==> src/rtl/led_matrix_pkg.sv <==
// Shared definitions for the 5x7 LED matrix: geometry, scan states and
// helpers that turn a column index and frame image into pin-level drive.
package led_matrix_pkg;

    localparam int NUM_COLUMNS = 5;
    localparam int NUM_ROWS    = 7;
    localparam int IMAGE_WIDTH = NUM_COLUMNS * NUM_ROWS;
    localparam int IDX_WIDTH   = $clog2(NUM_COLUMNS);

    typedef logic [NUM_COLUMNS-1:0] column_bits_t;
    typedef logic [NUM_ROWS-1:0]    row_bits_t;
    typedef logic [IMAGE_WIDTH-1:0] image_t;
    typedef logic [IDX_WIDTH-1:0]   column_idx_t;

    localparam column_idx_t  FIRST_COLUMN = '0;
    localparam column_idx_t  LAST_COLUMN  = column_idx_t'(NUM_COLUMNS - 1);
    localparam column_bits_t COLUMNS_OFF  = '0;
    // Rows are active-low, so all-ones turns every LED off.
    localparam row_bits_t    ROWS_OFF     = '1;

    typedef enum logic [1:0] {
        ST_IDLE  = 2'b00,
        ST_BLANK = 2'b01,
        ST_DRIVE = 2'b10
    } scan_state_e;

    function automatic int max_int(input int a, input int b);
        return (a > b) ? a : b;
    endfunction

    // One-hot column select for the given index; all zero for an out-of-range index.
    function automatic column_bits_t column_onehot(input column_idx_t idx);
        column_bits_t sel;
        sel = '0;
        for (int c = 0; c < NUM_COLUMNS; c++) begin
            if (idx == column_idx_t'(c)) sel[c] = 1'b1;
        end
        return sel;
    endfunction

    // Active-low row drive for one column of the image (bit 7*c+r is row r of column c).
    function automatic row_bits_t column_rows(input image_t image, input column_idx_t idx);
        row_bits_t lit;
        lit = '0;
        for (int c = 0; c < NUM_COLUMNS; c++) begin
            if (idx == column_idx_t'(c)) lit = image[c*NUM_ROWS +: NUM_ROWS];
        end
        return ~lit;
    endfunction

endpackage : led_matrix_pkg

==> src/rtl/led_matrix_tick_counter.sv <==
// Loadable down-counter timing the blank and dwell phases. It saturates at
// zero, where the terminal flag is raised, so it can never wrap.
module led_matrix_tick_counter #(
    parameter int WIDTH = 4
) (
    input  logic             clk,
    input  logic             rst_n,
    input  logic             load,
    input  logic [WIDTH-1:0] load_value,
    output logic             terminal
);

    logic [WIDTH-1:0] count_q;
    logic [WIDTH-1:0] count_d;

    // Next count: load wins, otherwise step down and hold at zero.
    always_comb begin
        // NOTE: every combinational output gets a default first, so no path leaves it unassigned (no latch).
        count_d = count_q;
        if (load) begin
            count_d = load_value;
        end else if (count_q != '0) begin
            count_d = count_q - WIDTH'(1);
        end
    end

    // Count register.
    always_ff @(posedge clk or negedge rst_n) begin
        // NOTE: sequential state uses non-blocking assignments so all flops update from pre-edge values.
        if (!rst_n) count_q <= '0;
        else        count_q <= count_d;
    end

    assign terminal = (count_q == '0);

endmodule : led_matrix_tick_counter

==> src/rtl/led_matrix_scanner.sv <==
// Column-multiplexed scanner for a 5x7 LED matrix. Each column is preceded by
// a blank gap (anti-ghosting) and then driven for a fixed dwell. The image is
// captured once per frame so a changing input never tears a displayed frame.
module led_matrix_scanner
    import led_matrix_pkg::*;
#(
    parameter int DWELL_CYCLES = 5000,
    parameter int BLANK_CYCLES = 2
) (
    input  logic                   clk,
    input  logic                   rst_n,
    input  logic                   enable,
    input  logic [IMAGE_WIDTH-1:0] rows_status,
    output logic [NUM_COLUMNS-1:0] columns,
    output logic [NUM_ROWS-1:0]    rows,
    output logic                   frame_done
);

    localparam int CNT_MAX   = max_int(DWELL_CYCLES, BLANK_CYCLES);
    localparam int CNT_WIDTH = $clog2(CNT_MAX + 1);

    // The counter runs from N-1 down to 0, so a phase lasts exactly N cycles.
    localparam logic [CNT_WIDTH-1:0] BLANK_LOAD = CNT_WIDTH'(BLANK_CYCLES - 1);
    localparam logic [CNT_WIDTH-1:0] DWELL_LOAD = CNT_WIDTH'(DWELL_CYCLES - 1);

    scan_state_e  state_q, state_d;
    column_idx_t  idx_q, idx_d;
    image_t       frame_q, frame_d;
    column_bits_t columns_q, columns_d;
    row_bits_t    rows_q, rows_d;
    logic         frame_done_q, frame_done_d;

    logic                 cnt_load;
    logic [CNT_WIDTH-1:0] cnt_load_value;
    logic                 cnt_terminal;

    led_matrix_tick_counter #(
        .WIDTH (CNT_WIDTH)
    ) u_tick_counter (
        .clk        (clk),
        .rst_n      (rst_n),
        .load       (cnt_load),
        .load_value (cnt_load_value),
        .terminal   (cnt_terminal)
    );

    // Next state, column index, frame capture and counter reloads.
    // Dropping enable takes priority over any phase end, so a frame cut
    // short never reports completion and never re-latches.
    always_comb begin
        state_d        = state_q;
        idx_d          = idx_q;
        frame_d        = frame_q;
        frame_done_d   = 1'b0;
        cnt_load       = 1'b0;
        cnt_load_value = BLANK_LOAD;

        unique case (state_q)
            ST_IDLE: begin
                if (enable) begin
                    frame_d        = rows_status;
                    idx_d          = FIRST_COLUMN;
                    state_d        = ST_BLANK;
                    cnt_load       = 1'b1;
                    cnt_load_value = BLANK_LOAD;
                end
            end

            ST_BLANK: begin
                if (!enable) begin
                    state_d        = ST_IDLE;
                    idx_d          = FIRST_COLUMN;
                    cnt_load       = 1'b1;
                    cnt_load_value = '0;
                end else if (cnt_terminal) begin
                    state_d        = ST_DRIVE;
                    cnt_load       = 1'b1;
                    cnt_load_value = DWELL_LOAD;
                end
            end

            ST_DRIVE: begin
                if (!enable) begin
                    state_d        = ST_IDLE;
                    idx_d          = FIRST_COLUMN;
                    cnt_load       = 1'b1;
                    cnt_load_value = '0;
                end else if (cnt_terminal) begin
                    if (idx_q == LAST_COLUMN) begin
                        idx_d        = FIRST_COLUMN;
                        frame_done_d = 1'b1;
                        frame_d      = rows_status;
                    end else begin
                        idx_d = idx_q + column_idx_t'(1);
                    end
                    state_d        = ST_BLANK;
                    cnt_load       = 1'b1;
                    cnt_load_value = BLANK_LOAD;
                end
            end

            default: begin
                state_d        = ST_IDLE;
                idx_d          = FIRST_COLUMN;
                cnt_load       = 1'b1;
                cnt_load_value = '0;
            end
        endcase
    end

    // Output drive derived from the next state, so the registered pins
    // always agree with the state register in the same cycle.
    always_comb begin
        columns_d = COLUMNS_OFF;
        rows_d    = ROWS_OFF;
        if (state_d == ST_DRIVE) begin
            columns_d = column_onehot(idx_d);
            rows_d    = column_rows(frame_d, idx_d);
        end
    end

    // State, index, frame buffer and registered outputs.
    always_ff @(posedge clk or negedge rst_n) begin
        if (!rst_n) begin
            state_q      <= ST_IDLE;
            idx_q        <= FIRST_COLUMN;
            // NOTE: the frame buffer is reset too, so nothing left from before reset can ever be displayed.
            frame_q      <= '0;
            columns_q    <= COLUMNS_OFF;
            rows_q       <= ROWS_OFF;
            frame_done_q <= 1'b0;
        end else begin
            state_q      <= state_d;
            idx_q        <= idx_d;
            frame_q      <= frame_d;
            columns_q    <= columns_d;
            rows_q       <= rows_d;
            frame_done_q <= frame_done_d;
        end
    end

    assign columns    = columns_q;
    assign rows       = rows_q;
    assign frame_done = frame_done_q;

endmodule : led_matrix_scanner

==> config.mk <==
export PLATFORM = sky130hd
export DESIGN_NAME = led_matrix_scanner
export DESIGN_NICKNAME = d
export VERILOG_FILES = /design/src/rtl/led_matrix_pkg.sv /design/src/rtl/led_matrix_tick_counter.sv /design/src/rtl/led_matrix_scanner.sv
export SDC_FILE = /design/constraint.sdc
export NUM_CORES = 1
export LEC_CHECK = 0
export CORE_ASPECT_RATIO = 0.7
export CORE_MARGIN = 2
export CORE_UTILIZATION = 49
export CTS_BUF_LIST = sky130_fd_sc_hd__clkbuf_16
export CTS_CLUSTER_DIAMETER = 200
export DETAILED_ROUTE_END_ITERATION = 10
export GPL_ROUTABILITY_DRIVEN = 0
export GPL_TIMING_DRIVEN = 0
export HOLD_SLACK_MARGIN = 0.08
export PLACE_DENSITY = 0.85
export SYNTH_ARGS = -nofsm -noshare
export SYNTH_HDL_FRONTEND = slang
export SYNTH_SLANG_ARGS = --single-unit
==> constraint.sdc <==
create_clock -name clk -period 3.2 [get_ports clk]
set_input_delay 0.8 -clock clk [delete_from_list [all_inputs] [get_ports clk]]
set_output_delay 0.8 -clock clk [all_outputs]
set_load 0.005 [all_outputs]
# --- Word level (Yosys, flattened, before mapping) ---
# Cells that the tools add are included.
op_classes:
  bitwise: 1
  n_addsub: 2
  muxes: 44
  n_reduce_logical: 6
  eq_ne: 8
ops:
  columns: ["operator", "count"]
  rows:
  - ["2-to-1 mux 35 bit", 4]
  - ["one-hot mux 35 bit (2 select lines)", 1]
  - ["2-to-1 mux 13 bit", 4]
  - ["2-to-1 mux 7 bit", 7]
  - ["one-hot mux 13 bit (3 select lines)", 1]
  - ["2-to-1 mux 3 bit", 5]
  - ["zero test 13 bit", 1]
  - ["2-to-1 mux 1 bit", 13]
  - ["nonzero test 13 bit", 1]
  - ["subtractor 13 x 1 -> 13 bit, second input constant", 1]
  - ["2-to-1 mux 2 bit", 5]
  - ["one-hot mux 3 bit (3 select lines)", 1]
  - ["NOT 7 bit", 1]
  - ["== test 3 x 2 -> 1 bit, second input constant", 2]
  - ["== test 3 bit, second input constant", 2]
  - ["one-hot mux 2 bit (3 select lines)", 1]
  - ["2-to-1 mux 5 bit", 1]
  - ["== test 2 bit, second input constant", 2]
  - ["adder 3 x 1 -> 3 bit, second input constant", 1]
  - ["== test 3 x 1 -> 1 bit, second input constant", 1]
  - ["zero test 3 bit", 1]
  - ["== test 2 x 1 -> 1 bit, second input constant", 1]
  - ["zero test 2 bit", 1]
  - ["one-hot mux 1 bit (2 select lines)", 1]
  - ["2 further kinds", 2]
word_totals:
  output_inout_bits: 13
  wordCells: 68
  reg_bits: 66

# --- Longest topological paths before layout ---
# Gate-level depths: netlist of the first run.
depth:
  word_depth: 14
  depth_mapped: 12
  mapped_depth_nobuf: 9

# --- Hierarchy ---
# A second synthesis of the first run with hierarchy kept.
hier_totals:
  hier_cells: 318
  hier_area_um2: 3330.7
by_module_without_submodules:
  columns: ["module", "seq_area_each_um2", "area_each_um2", "instances", "cells_per_inst"]
  rows:
  - ["led_matrix_scanner", 1335.0, 2563.7, 1, 236]
  - ["led_matrix_tick_counter", 325.3, 767.0, 1, 82]

# --- Worst setup path after synthesis of the first run ---
# No wires, ideal clock.
synth_timing:
  kind: "flip-flop to flip-flop"
  start: "register u_tick_counter.count_q[0]"
  end: "register rows_q[5], in the netlist rows[5]"
  stages_incl_launch_ff: 12
  t_arrival_ns: 2.449
  setup_slack_ns: 0.660
  synth_period_minus_slack_ns: 2.540
  required_ns: 3.109
  path_cell_list: "dfrtp_1 > inv_1 > ha_1 > or4b_1 > nor4_4 > nand3_1 > and2_1 > buf_6 > or3b_1 > buf_6 > o221ai_2 > o21bai_1"
synth_between:
  elab_chain_len: 13
  elab_cells_between_ends: 26
  cone_classes: "5 x eq/ne; 18 x mux; 1 x bitwise; 2 x reduce/logical"
synth_rtl:
  columns: ["element", "line_no", "text"]
  rows:
  - ["start: declaration", "led_matrix_tick_counter.sv:13", "logic [WIDTH-1:0] count_q;"]
  - ["start signal: assignment", "led_matrix_tick_counter.sv:31", "else count_q <= count_d;"]
  - ["zero test 13 bit *", "led_matrix_tick_counter.sv:34", "assign terminal = (count_q == '0);"]
  - ["2-to-1 mux 3 bit", "led_matrix_scanner.sv:88", "end else if (cnt_terminal) begin"]
  - ["2-to-1 mux 3 bit", "led_matrix_scanner.sv:83", "if (!enable) begin"]
  - ["one-hot mux 3 bit (3 select lines)", "led_matrix_scanner.sv:58", "unique case (state_q)"]
  - ["zero test 3 bit", "led_matrix_pkg.sv:46", "if (idx == column_idx_t'(c)) lit = image[c*NUM_ROWS +: NUM_ROWS];"]
  - ["2-to-1 mux 7 bit (5 in series)", "led_matrix_pkg.sv:46", null]
  - ["2-to-1 mux 7 bit", "led_matrix_scanner.sv:116", "if (state_d == ST_DRIVE) begin"]
  - ["NOT 7 bit", "led_matrix_pkg.sv:48", "return ~lit;"]
  - ["2-to-1 mux 7 bit *", "led_matrix_scanner.sv:116", null]
  - ["net rows_d[5]", "led_matrix_scanner.sv:30", "row_bits_t rows_q, rows_d;"]
  - ["end signal: assignment", "led_matrix_scanner.sv:137", "rows_q <= rows_d;"]
  - ["end: declaration", "led_matrix_scanner.sv:30", null]
# Mark *: on every way through the listed nets, which the timed path passes. The rest lies on a longest branch. The select of a mux whose other input is x is not followed.
# A chain may end at the register's enable or synchronous reset.

# --- Worst setup path after layout of the first run ---
layout_timing:
  start: "input port enable"
  end: "register rows_q[5], in the netlist rows[5]"
layout_between:
  elab_cells_between_ends: 25
  cone_classes: "5 x eq/ne; 18 x mux; 1 x bitwise; 1 x reduce/logical"
layout_lines:
  columns: ["element", "line_no", "text"]
  rows:
  - ["start: declaration", "led_matrix_scanner.sv:12", "input logic enable,"]
  - ["2-to-1 mux 35 bit (on tied branches)", "led_matrix_scanner.sv:83, led_matrix_scanner.sv:60", null]
  - ["one-hot mux 35 bit (2 select lines) *", "led_matrix_scanner.sv:58", null]
  - ["net frame_d[12]", "led_matrix_scanner.sv:28", "image_t frame_q, frame_d;"]
  - ["2-to-1 mux 7 bit * (4 in series)", "led_matrix_pkg.sv:46", null]
  - ["2-to-1 mux 7 bit *", "led_matrix_scanner.sv:116", null]
  - ["NOT 7 bit *", "led_matrix_pkg.sv:48", null]
  - ["2-to-1 mux 7 bit *", "led_matrix_scanner.sv:116", null]
  - ["net rows_d[5]", "led_matrix_scanner.sv:30", null]
# Marks and branches as above.

==> flow_metrics.tcl, run 1 <==
set metrics [dict create \
    leakage_uw 0.001857 \
    finalSetupViolations 0 \
    nets 390 \
    r2r-end "rows[1]" \
    ys.flop_type "dfrtp_1" \
    die-width_um 100.4 \
    yosys.area.top_type_share 0.4633 \
    required_ns 3.44 \
    rsz0062_at_grt "false" \
    min_to "frame_q[0]" \
    numClockSinks 66 \
    hold_path.class "reg2reg" \
    clock_skew_ns 0.008286 \
    hold_depth 2 \
    detail_route.wl_per_cell_um 17.67 \
    combPwrFrac 0.363 \
    min_from "frame_q[0]" \
    ys_async_sr_fraction 1.000 \
    drc 0 \
    status "completed" \
    ant_nets 0 \
    num_vias 2488 \
    dieHeight_um 71.47 \
    clockBufferDepth 2 \
    fmax_ghz 0.3268 \
    switching_share 0.3399 \
    grt_max_degree 67 \
    synth_area_leaders "dfrtp_1 (46%), a22o_1 (6.9%), dfstp_2 (5.8%), ha_1 (3.1%), xnor2_1 (2.7%)" \
    fin_crit_ns 3.060 \
    ios 51 \
    relSlewSlack 0.4571 \
    via_per_inst 5.840 \
    drv_slew 0 \
    seqPwrFrac 0.368 \
    dp.cells 411 \
    area_growth_pct 27.40 \
    syn_nets 329 \
    antennaDiodeCount 0 \
    regToRegSetupSlack_ns 0.30 \
    grt_pass1_wl_um 12230 \
    critPathMaxFanout 10 \
    cap_violations 0 \
    cp.buffers_inverters 3 \
    power_density_nw_per_um2 849.1 \
    slowest_delay_ns 0.53 \
    syn_avg_cell_area_um2 11.26 \
    r2r_cells 10 \
    first_global_vias 2436 \
    power.internal_uw 2275 \
    die_area_um2 7175 \
    crit_type "in2reg" \
    ys_seq_area_frac 0.5210 \
    yosys_warnings 0 \
    crit_family "buffers and inverters" \
    synth-edff-count 0 \
    synth_area_um2 3187 \
    clk_pin_slew_ns 0.06 \
    start_util 0.5102 \
    num_rows 24 \
    startpoint_type "input port" \
    clk_latency_ns 0.33 \
    fin_cells 426 \
    netlist_instances 283 \
    cts_root_buf "clkbuf_16" \
    synth_top_cell_by_area "dfrtp_1" \
    cp-end-kind "flip-flop" \
    ys_ff_latch 66 \
    crit_path_cell_trace "clkdlybuf4s50_1, and4_1, nand4_1, o21a_1, clkbuf_1, clkbuf_1, a22o_2, nand4_1, o221ai_2, o21bai_1" \
    grt_usage 0.2257 \
    cts_tree "built" \
    numCtsBuffers 9 \
    drtPass1Iterations 4 \
    timing_hold_violations_final 0 \
    mostFrequentLayoutCells "dfrtp_1 (59), clkdlybuf4s50_1 (49), a22o_1 (25)" \
    design.core.area_um2 6246 \
    drt-initial-drc-count 186 \
    hpwl_um 5428 \
    crit_arrival_ns 3.30 \
    p_sw_uw 1172 \
    tightestPinTransition_ns 0.8144 \
    portBuffers 50 \
    max-vdd-ir-drop_uv 332.6 \
    antenna_found_initial 0 \
    htreeDepth 3 \
    pwr-share-clk 0.269 \
    routed_wl_um 7529 \
    grt.overflow.total 0 \
    r2r-start "u_tick_counter.count_q[0]" \
    critPathSlowestCell "clkdlybuf4s50_1" \
    layout_commonest_cell "dfrtp_1" \
    drive_gt1_frac 0.1322 \
    cts_setup_buffers 0 \
    fin_crit_sh 0.9564 \
    cts_hold_buf 0 \
    ys_types 52 \
    tns_ns 0 \
]
[layout make-up]
class	instances	area, µm²
multi-input cells	185	1345
flip-flops and latches	66	1660
inverters	16	60.06
clock buffers	9	225.2
fillers	481	2186
well taps	78	97.59
plain buffers	16	122.6
repair buffers	50	498.0
clock inverters	6	51.30
[tightest hold or removal path: stages (launching register included)]
cell	delay, ns
dfrtp_1	0.32
a22oi_1	0.09
inv_1	0.06
[layer usage]
layer,routed length [µm],up-vias,global-route usage,share of wire
met5,0,-,0,0
met4,76,0,0.07002,0.010
met3,557,7,0.08098,0.074
met2,3381,84,0.3229,0.45
met1,3514,1221,0.3241,0.47
li1,-,1176,-,-
[cell families after synthesis]
logic type | share of synthesized area
AO/OA/AOI/OAI | 0.2006
AND/OR/NAND/NOR | 0.1378
flip-flops | 0.5210
buffers and inverters | 0.05693
XOR/XNOR | 0.03023
adder cells (fa/ha/maj) | 0.03141
multiplexers | 0.02199
[how the worst max path moves through the flow]
stage                                          from          end  depth (start not counted)
after global routing                         enable      rows[0]                         10
after global placement                        rst_n  frame_q[27]                          1
after CTS                                    enable      rows[1]                         10
final                                        enable      rows[5]                         10
after floorplan           u_tick_counter.count_q[0]      rows[5]                         11
after detailed placement                     enable      rows[1]                         10
[cell usage after synthesis, drive strengths merged (6+ instances only)]
master and count:
a21oi 7, a22o 28, a22oi 7, buf 9, clkbuf 7, dfrtp 59, dfstp 7, ha 8
inv 16, mux2i 7, nand2 10, nand3 6, nand4 9, nor2 15, nor4 6, o21ai 23
o21bai 7, o221ai 7, xnor2 10
[through the flow]
step	total power, µW	setup WS (ns)	utilization	hold WS [ns]	area, µm²
CTS	3454	0.1528	0.6498	0.5010	4059
detailed placement	2512	-0.1811	0.6056	0.4853	3782
global route	3666	0.02019	0.6500	0.5132	4060
finish	3447	0.1396	0.6500	0.4982	4060
global placement	2453	-0.7240	0.6060	0.4814	3785
floorplan	2166	0.6600	-	0.4621	3187
[timing repair]
action                                  in CTS  in global routing
endpoints found under the setup margin       0                  5
gates resized for setup                      0                  2
endpoints found under the hold margin        0                  0
[state kept, by name (all words and copies together), names as in the netlist]
| name | flops |
|---|---|
| frame_q | 35 |
| u_tick_counter.count_q | 13 |
| rows | 7 |
| columns | 5 |
| idx_q | 3 |
| state_q | 2 |
| frame_done | 1 |
[power by group through the flow]
| stage | Sequential [µW] | Combinational [µW] | Clock [µW] |
|---|---|---|---|
| final | 1270 | 1250 | 927 |
| after global routing | 1300 | 1390 | 981 |
| after CTS | 1270 | 1240 | 943 |
| after detailed placement | 1270 | 1240 | 0 |
| after global placement | 1260 | 1190 | 0 |
| after floorplan | 1230 | 933 | 0 |
No activity file was read; power rests on OpenSTA's default activity.
==> run 2, diff against run 1 <==
--- a/config.mk
+++ b/config.mk
@@ -6,15 +6,16 @@
 export NUM_CORES = 1
 export LEC_CHECK = 0
 export CORE_ASPECT_RATIO = 0.7
-export CORE_MARGIN = 2
+export CORE_MARGIN = 1.5
 export CORE_UTILIZATION = 49
 export CTS_BUF_LIST = sky130_fd_sc_hd__clkbuf_16
 export CTS_CLUSTER_DIAMETER = 200
 export DETAILED_ROUTE_END_ITERATION = 10
+export DONT_BUFFER_PORTS = 1
 export GPL_ROUTABILITY_DRIVEN = 0
-export GPL_TIMING_DRIVEN = 0
+export GPL_TIMING_DRIVEN = 1
 export HOLD_SLACK_MARGIN = 0.08
-export PLACE_DENSITY = 0.85
+export PLACE_DENSITY = 0.75
 export SYNTH_ARGS = -nofsm -noshare
 export SYNTH_HDL_FRONTEND = slang
 export SYNTH_SLANG_ARGS = --single-unit
==> flow_metrics.tcl, run 2 (same netlist as run 1, synthesis figures left out) <==
set metrics [dict create \
    dieHeight_um 70.47 \
    clk_pin_slew_ns 0.06 \
    nFillCells 519 \
    num_rows 24 \
    cts_root_buf "clkbuf_16" \
    cts_setup_buffers 0 \
    cap_violations 0 \
    critPathMaxFanout 8 \
    cp.buffers_inverters 1 \
    grt_max_degree 67 \
    tightestPinTransition_ns 0.5882 \
    tns_ns 0 \
    drive_gt1_frac 0.1621 \
    timing_hold_violations_final 0 \
    crit_type "reg2reg" \
    numClockSinks 66 \
    multi_input_area_um2 1349 \
    start_util 0.5102 \
    r2r-start "u_tick_counter.count_q[0]" \
    drtPass1Iterations 5 \
    leakage_uw 0.001623 \
    routed_wl_um 7105 \
    status "completed" \
    area.sequential_um2 1660 \
    numCtsBuffers 9 \
    placedInstanceArea_um2 3216 \
    crit_path_cell_trace "inv_1, ha_1, or4b_1, o41a_1, o21ai_1, and2_4, mux2i_1, o221ai_1, o21bai_1" \
    rsz0062_at_grt "false" \
    cts_tree "built" \
    drt-initial-drc-count 175 \
    fin_area_um2 3523 \
    portBuffers 0 \
    grt.overflow.total 0 \
    power_density_nw_per_um2 972.3 \
    area_growth_pct 10.56 \
    grt_usage 0.2203 \
    ios 51 \
    die_area_um2 7004 \
    crit_family "compound AO/OA/AOI/OAI gates" \
    max-vdd-ir-drop_uv 520.9 \
    fin_crit_sh 0.9228 \
    first_global_vias 2121 \
    finalSetupViolations 0 \
    relSlewSlack 0.6023 \
    nets 331 \
    drv_slew 0 \
    detail_route.wl_per_cell_um 19.31 \
    drc 0 \
    mostFrequentLayoutCells "dfrtp_1 (59), a22o_1 (25), o21ai_0 (17)" \
    clock_skew_ns 0.006705 \
    htreeDepth 3 \
    layout_commonest_cell "dfrtp_1" \
    slowest_delay_ns 0.50 \
    required_ns 3.45 \
    largest_register "frame_q" \
    place_ws_ns 0.1315 \
    antenna_found_initial 0 \
    antennaDiodeCount 0 \
    ant_nets 0 \
    fin_crit_ns 2.953 \
    die-width_um 99.39 \
    final.setup.worst_slack_ns 0.2472 \
    fmax_ghz 0.3387 \
    hpwl_um 5009 \
    clockBufferDepth 2 \
    via_per_inst 6.250 \
    startpoint_type "flip-flop" \
    critPathSlowestCell "or4b_1" \
    crit_start "u_tick_counter.count_q[0]" \
    timing.hold.ws_ns 0.1654 \
    grt_pass1_wl_um 11470 \
    num_vias 2300 \
    design.core.area_um2 6246 \
    crit_arrival_ns 3.20 \
    clk_latency_ns 0.33 \
    largest_reg_flops 35 \
    hold_path.class "in2async" \
    cp-end-kind "flip-flop" \
]
run 2: changes by cell type in the layout (fill, tap and decap cells not counted), sizes merged:
cell and delta:
buf -3, clkbuf -7, clkdlybuf4s50 -49, clkinv -2
clkinvlp +3
run 2: routing by layer:
| layer | vias to the layer above | global-route usage | share of wire |
|---|---|---|---|
| met5 | - | 0 | 0 |
| met4 | 0 | 0.07042 | 0.0099 |
| met3 | 6 | 0.07107 | 0.084 |
| met2 | 107 | 0.2808 | 0.39 |
| met1 | 1138 | 0.3475 | 0.51 |
| li1 | 1049 | - | - |
run 2: stage by stage:
step / util / total power (µW) / std cells
floorplan: - / 2166 / 283
CTS: 0.5635 / 3427 / 368
finish: 0.5641 / 3426 / 368
global placement: 0.5148 / 2403 / 352
global route: 0.5641 / 3639 / 368
detailed placement: 0.5148 / 2433 / 352
run 2: path summary, 6_finish.rpt:
| check | to | slack [ns] | cells past startpoint |
|---|---|---|---|
| worst max register to register | rows[4] | 0.25 | 9 |
| worst min-delay path | frame_q[23] | 0.17 | 0 |
| worst max-delay path | rows[4] | 0.25 | 9 |
| min in group clk | frame_q[4] | 0.50 | 2 |
| worst min register to register | frame_q[4] | 0.50 | 2 |
| max in group asynchronous | rows[3] | 2.81 | 0 |
run 2: what timing repair did:
item | 4_1_cts | 5_1_grt
endpoints found under the setup margin | 0 | 5
hold buffers | 0 | 0
gates resized for setup | 0 | 3
run 2: worst register-to-register path: stages (launching register included):
cell	delay [ns]
dfrtp_1	0.37
inv_1	0.13
ha_1	0.17
or4b_1	0.50
o41a_1	0.44
o21ai_1	0.23
and2_4	0.28
mux2i_1	0.33
o221ai_1	0.22
o21bai_1	0.19
run 2: layout make-up:
cell class | instances | share of cell area
multi-input combinational | 185 | 0.3828
timing repair buffer | 7 | 0.01491
sequential | 66 | 0.4712
clock inverter | 7 | 0.02237
clock buffer | 9 | 0.06392
inverter | 16 | 0.01705
tap | 78 | 0.02770
run 2: report_power, final:
| group | switching (µW) | internal (µW) | leakage (µW) |
|---|---|---|---|
| logic | 677 | 503 | 0.000656 |
| registers | 146 | 1130 | 0.000828 |
| clock network | 368 | 607 | 0.000138 |
